==> src/rtl/rk05_bus_receiver_if.sv <==
// Controller-side bus and internal seek handshake for the RK05 cylinder-address receiver.
// The master drives the raw pads and the handshake inputs; the slave is the receiver itself.
interface rk05_bus_receiver_if;
  logic [7:0] bus_cyl_addr_n;
  logic       bus_strobe_n;
  logic       bus_restore_n;
  logic       seek_ack;
  logic       overrun_clr;
  logic       seek_req;
  logic [7:0] seek_cyl;
  logic       seek_restore;
  logic       busy;
  logic       overrun;

  modport master (
    output bus_cyl_addr_n, bus_strobe_n, bus_restore_n, seek_ack, overrun_clr,
    input  seek_req, seek_cyl, seek_restore, busy, overrun
  );

  modport slave (
    input  bus_cyl_addr_n, bus_strobe_n, bus_restore_n, seek_ack, overrun_clr,
    output seek_req, seek_cyl, seek_restore, busy, overrun
  );
endinterface

==> src/rtl/rk05_bus_receiver.sv <==
// RK05 cylinder-address receiver: synchronizes the raw pads, filters the strobe and hands one
// captured seek command at a time to the internal seek logic.
module rk05_bus_receiver #(
  parameter int unsigned FILTER_CYCLES = 4
) (
  input  logic               clock,
  input  logic               reset_n,
  rk05_bus_receiver_if.slave bus
);

  localparam logic [3:0] FILTER_LAST = 4'(FILTER_CYCLES - 1);

  localparam logic [1:0] ST_IDLE         = 2'd0;
  localparam logic [1:0] ST_PENDING      = 2'd1;
  localparam logic [1:0] ST_WAIT_RELEASE = 2'd2;

  logic [9:0] raw_in;
  logic [9:0] sync_meta_q, sync_meta_d;
  logic [9:0] sync_q, sync_d;
  logic       strobe_sync;
  logic       restore_sync;
  logic [7:0] addr_sync;

  logic [3:0] filt_cnt_q, filt_cnt_d;
  logic       qual_q, qual_d;

  logic [1:0] state_q, state_d;
  logic [7:0] seek_cyl_q, seek_cyl_d;
  logic       seek_restore_q, seek_restore_d;
  logic       released_q, released_d;
  logic       overrun_q, overrun_d;
  logic       overrun_set;

  assign raw_in       = {bus.bus_restore_n, bus.bus_strobe_n, bus.bus_cyl_addr_n};
  assign strobe_sync  = ~sync_q[8];
  assign restore_sync = ~sync_q[9];
  assign addr_sync    = ~sync_q[7:0];

  always_comb begin
    sync_meta_d = raw_in;
    sync_d      = sync_meta_q;
  end

  // A level change only counts once it has persisted FILTER_CYCLES synchronized samples.
  always_comb begin
    filt_cnt_d = 4'd0;
    qual_d     = qual_q;
    if (strobe_sync != qual_q) begin
      if (filt_cnt_q == FILTER_LAST) begin
        qual_d = ~qual_q;
      end else begin
        filt_cnt_d = filt_cnt_q + 4'd1;
      end
    end
  end

  always_comb begin
    state_d        = state_q;
    seek_cyl_d     = seek_cyl_q;
    seek_restore_d = seek_restore_q;
    released_d     = released_q;
    overrun_set    = 1'b0;
    case (state_q)
      ST_IDLE: begin
        released_d = 1'b0;
        if (qual_q) begin
          state_d        = ST_PENDING;
          seek_cyl_d     = addr_sync;
          seek_restore_d = restore_sync;
        end
      end
      ST_PENDING: begin
        // released_q remembers a release so a later re-assertion is seen as a dropped strobe.
        if (!qual_q) begin
          released_d = 1'b1;
        end else if (released_q) begin
          overrun_set = 1'b1;
          released_d  = 1'b0;
        end
        if (bus.seek_ack) begin
          state_d    = qual_q ? ST_WAIT_RELEASE : ST_IDLE;
          released_d = 1'b0;
        end
      end
      ST_WAIT_RELEASE: begin
        if (!qual_q) begin
          state_d = ST_IDLE;
        end
      end
      default: begin
        state_d = ST_IDLE;
      end
    endcase
    overrun_d = overrun_set | (overrun_q & ~bus.overrun_clr);
  end

  always_ff @(posedge clock or negedge reset_n) begin
    if (!reset_n) begin
      sync_meta_q    <= '1;
      sync_q         <= '1;
      filt_cnt_q     <= 4'd0;
      qual_q         <= 1'b0;
      state_q        <= ST_IDLE;
      seek_cyl_q     <= 8'd0;
      seek_restore_q <= 1'b0;
      released_q     <= 1'b0;
      overrun_q      <= 1'b0;
    end else begin
      sync_meta_q    <= sync_meta_d;
      sync_q         <= sync_d;
      filt_cnt_q     <= filt_cnt_d;
      qual_q         <= qual_d;
      state_q        <= state_d;
      seek_cyl_q     <= seek_cyl_d;
      seek_restore_q <= seek_restore_d;
      released_q     <= released_d;
      overrun_q      <= overrun_d;
    end
  end

  assign bus.seek_req     = (state_q == ST_PENDING);
  assign bus.busy         = (state_q != ST_IDLE);
  assign bus.seek_cyl     = seek_cyl_q;
  assign bus.seek_restore = seek_restore_q;
  assign bus.overrun      = overrun_q;

endmodule

==> src/flat_wrapper.sv <==
// flat-port wrapper written by rule: the top's interface ports become plain ports
module rk05_bus_receiver_flat 
#(
  parameter int unsigned FILTER_CYCLES = 4
)
  (clock, reset_n, bus_bus_cyl_addr_n, bus_bus_strobe_n, bus_bus_restore_n, bus_seek_ack, bus_overrun_clr, bus_seek_req, bus_seek_cyl, bus_seek_restore, bus_busy, bus_overrun);
  rk05_bus_receiver_if bus_i ();
  input  logic clock;
  input  logic reset_n;
  input wire logic [$bits(bus_i.bus_cyl_addr_n)-1:0] bus_bus_cyl_addr_n;
  input wire logic [$bits(bus_i.bus_strobe_n)-1:0] bus_bus_strobe_n;
  input wire logic [$bits(bus_i.bus_restore_n)-1:0] bus_bus_restore_n;
  input wire logic [$bits(bus_i.seek_ack)-1:0] bus_seek_ack;
  input wire logic [$bits(bus_i.overrun_clr)-1:0] bus_overrun_clr;
  output wire logic [$bits(bus_i.seek_req)-1:0] bus_seek_req;
  output wire logic [$bits(bus_i.seek_cyl)-1:0] bus_seek_cyl;
  output wire logic [$bits(bus_i.seek_restore)-1:0] bus_seek_restore;
  output wire logic [$bits(bus_i.busy)-1:0] bus_busy;
  output wire logic [$bits(bus_i.overrun)-1:0] bus_overrun;
  assign bus_i.bus_cyl_addr_n = bus_bus_cyl_addr_n;
  assign bus_i.bus_strobe_n = bus_bus_strobe_n;
  assign bus_i.bus_restore_n = bus_bus_restore_n;
  assign bus_i.seek_ack = bus_seek_ack;
  assign bus_i.overrun_clr = bus_overrun_clr;
  assign bus_seek_req = bus_i.seek_req;
  assign bus_seek_cyl = bus_i.seek_cyl;
  assign bus_seek_restore = bus_i.seek_restore;
  assign bus_busy = bus_i.busy;
  assign bus_overrun = bus_i.overrun;
  rk05_bus_receiver #(.FILTER_CYCLES(FILTER_CYCLES)) u_core (.clock(clock), .reset_n(reset_n), .bus(bus_i));
endmodule
==> config.mk <==
export PLATFORM = sky130hd
export DESIGN_NAME = rk05_bus_receiver_flat
export DESIGN_NICKNAME = d
export VERILOG_FILES = /design/src/rtl/rk05_bus_receiver_if.sv /design/src/rtl/rk05_bus_receiver.sv /design/src/flat_wrapper.sv
export SDC_FILE = /design/constraint.sdc
export NUM_CORES = 1
export LEC_CHECK = 0
export ABC_CLOCK_PERIOD_IN_PS = 4000
export BUFFER_PORTS_ARGS = -buffer_cell sky130_fd_sc_hd__buf_4
export CAP_MARGIN = 10
export CORE_MARGIN = 1.5
export CORE_UTILIZATION = 56
export DETAILED_ROUTE_END_ITERATION = 10
export PLACE_DENSITY = 0.92
export SETUP_SLACK_MARGIN = 0.3
export SYNTH_ARGS = -nofsm -noshare
export SYNTH_HDL_FRONTEND = slang
export SYNTH_SLANG_ARGS = --single-unit
==> constraint.sdc <==
create_clock -name clock -period 4 [get_ports clock]
set_input_delay 0.2 -clock clock [delete_from_list [all_inputs] [get_ports clock]]
set_output_delay 0.2 -clock clock [all_outputs]
set_load 0.01 [all_outputs]
==> impl_metrics.env <==
export IMPL_synthMuxAreaShare_pct=0
export IMPL_final_setup_viol_count=0
export IMPL_outcome="finished, final reports clean"
export IMPL_row_count=17
export IMPL_post_cts_setup_buffers=0
export IMPL_setup_worst_path_end_class="flip-flop"
export IMPL_io_pins=26
export IMPL_layout_common_cells="25 x buf_4, 20 x dfstp_2, 18 x dfrtp_1, 11 x dlygate4sd3_1, 10 x nand2_1"
export IMPL_grt_pass1_vias=714
export IMPL_dpl_hpwl_um=1210
export IMPL_final_common_cell="buf_4"
export IMPL_seq_area_frac_synth_pct=75.5
export IMPL_core_sq_mm=0.00219
export IMPL_clk_pin_slew_ps=100
export IMPL_relSlewSlack_pct=52.2
export IMPL_finalCritPeriodShare_pct=39.5
export IMPL_synth_top_family_by_area="simple AND/OR/NAND/NOR gates"
export IMPL_numClockSinks=38
export IMPL_layout_area_overhead_vs_synth_pct=29.3
export IMPL_antenna_left=0
export IMPL_start_util_pct=59.0
export IMPL_drt_iter0_markers=4
export IMPL_fin_crit_ps=1580
export IMPL_cts_root_buf="clkbuf_4"
export IMPL_dieWidth_um=51.0
export IMPL_drt_total_wl_um=1740
export IMPL_synthesis_area_sq_mm=0.00129
export IMPL_vias=719
export IMPL_power_density_mw_per_mm2=640
export IMPL_rsz0062_at_grt="false"
export IMPL_tritoncts="done"
export IMPL_fp_dieH_um=51.0
export IMPL_syn_avg_cell_area_sq_um=15.0
export IMPL_grt_antenna_before_repair=0
export IMPL_drv_slew=0
export IMPL_finalHoldViolations=0
export IMPL_grt_overflow=0
export IMPL_synthSimpleGateAreaFrac_pct=9.97
export IMPL_synth_xor_area_share_pct=1.36
export IMPL_cp_arrival_ps=1770
export IMPL_route_detailed_drc=0
export IMPL_grt_max_degree=39
export IMPL_final_util_pct=76.3
export IMPL_synth_warnings=0
export IMPL_fmax_mhz=633
export IMPL_cp_start_kind="flip-flop"
export IMPL_hp_class="input port to flip-flop"
export IMPL_cp_data_required_time_ps=4190
export IMPL_synth_seq_cells=38
export IMPL_yosys_area_share_adder_pct=0.968
export IMPL_fin_skew_ps=7.56
export IMPL_detail_route_wl_per_cell_um=11.2
export IMPL_final_nets=142
export IMPL_fin_setup_tns_ps=0
export IMPL_critical_path_max_fanout=18
export IMPL_final_layout_size_suffix_gt1_share_pct=50.8
export IMPL_htree_num_levels=2
export IMPL_cts_buffers_inserted=5
export IMPL_grt_pass1_wl_um=2980
export IMPL_fp_dieArea_sq_mm=0.00261
export IMPL_cts_resized=0
export IMPL_irDropWorstVdd_mv=0.417
export IMPL_synth_cell_types=23
export IMPL_synth_nets=101
export IMPL_worst_pin_slew_ps=717
export IMPL_power_leakage_nw=0.767
export IMPL_cap_viol_max_count=0
export IMPL_cts_max_path_buffers=2
export IMPL_clk_latency_ps=310
export IMPL_criticalPathCategory="flip-flop to flip-flop"
export IMPL_dr_pass1_iters=3
export IMPL_synthCells=86
export IMPL_num_antenna_cells=0
export IMPL_synth_compound_area_share_pct=8.91
export IMPL_gp_congestion=0.766
export IMPL_grt_usage_pct=15.8
export IMPL_port_buffer_count=25
export IMPL_via_per_inst=4.61
==> final timing paths <==
kind | startpoint | to | slack (ps) | cells past startpoint
max | u_core.state_q[0] | u_core.bus.seek_restore | 2420 | 3
min | bus_overrun_clr | u_core.bus.overrun | 50 | 2
max reg2reg | u_core.state_q[0] | u_core.bus.seek_restore | 2420 | 3
min reg2reg | u_core.sync_d[9] | u_core.sync_q[9] | 350 | 0
max in group asynchronous | reset_n | u_core.sync_q[8] | 3300 | 2
min in group asynchronous | reset_n | u_core.released_q | 360 | 2
==> power by group <==
part | internal (W) | switching (W) | total [W]
Sequential | 0.000471 | 0.0000559 | 0.000527
Clock | 0.000129 | 0.000111 | 0.000241
Combinational | 0.000150 | 0.000152 | 0.000302
Total | 0.000751 | 0.000319 | 0.00107
==> synth_stat cells (all sizes together) <==
cell type	number	area [sq um]
inv	3	11.3
xor2	2	17.5
nand2b	1	6.26
or3b	2	17.5
nor2b	3	18.8
a21oi	2	10.0
or2	1	6.26
nand3b	1	7.51
a211oi	1	7.51
o41ai	1	8.76
o21ai	11	88.8
nor3b	1	7.51
nand3	2	10.0
ha	1	12.5
buf	2	31.3
dfstp	20	526
dfrtp	18	450
nand2	11	43.8
nor2	3	11.3
==> cell type report <==
class,count,area (sq um)
clock inverter,3,40.0
tap,28,35.0
multi-input combinational,43,274
fill,132,519
timing repair buffer,36,298
sequential,38,976
clock buffer,5,37.5
inverter,3,11.3
==> cell families after synthesis <==
group | Yosys count
adders and majority gates | 1
AOI/OAI and AO/OA | 15
xor gates and xnor gates | 2
DFF | 38
buffers and inverters | 5
and+or+nand+nor | 25
==> layer usage <==
layer  vias up  GRT usage (%)  routed length [um]
met5         -              0                   0
met4         0           9.91                  18
met3         2           3.51                  62
met2        17           23.2                 889
met1       339           21.5                 774
li1        361              -                   -
==> what timing repair did <==
| item | CTS | global route |
|---|---|---|
| hold endpoints to repair | 28 | 0 |
| endpoints found under the setup margin | 0 | 0 |
| hold buffers | 11 | 0 |
==> worst max-delay path: stages, from the launching register on <==
cell and delay [ps]:
dfrtp_1 460, or3b_1 700, nand2_1 220, o21ai_2 70
==> registers in the layout, summed over array words and instances (netlist names) <==
| name | flops |
|---|---|
| u_core.sync_d | 10 |
| u_core.sync_q | 10 |
| u_core.bus.seek_cyl | 8 |
| u_core.filt_cnt_q | 4 |
| u_core.state_q | 2 |
| u_core.bus.overrun | 1 |
| u_core.bus.seek_restore | 1 |
| u_core.qual_q | 1 |
| u_core.released_q | 1 |
==> metrics by stage <==
step                instance area (sq um)  total power (W)  setup slack, ps  hold slack (ps)  std cells
floorplan                            1290         0.000720             2720            -95.6         86
global placement                     1480         0.000808             2530              165        137
detailed placement                   1480         0.000832             2440              171        137
CTS                                  1670          0.00108             2420             36.9        156
global route                         1670          0.00114             2330             28.9        156
finish                               1670          0.00107             2420             48.6        156
Note: power is estimated with default switching activity, not from simulation.
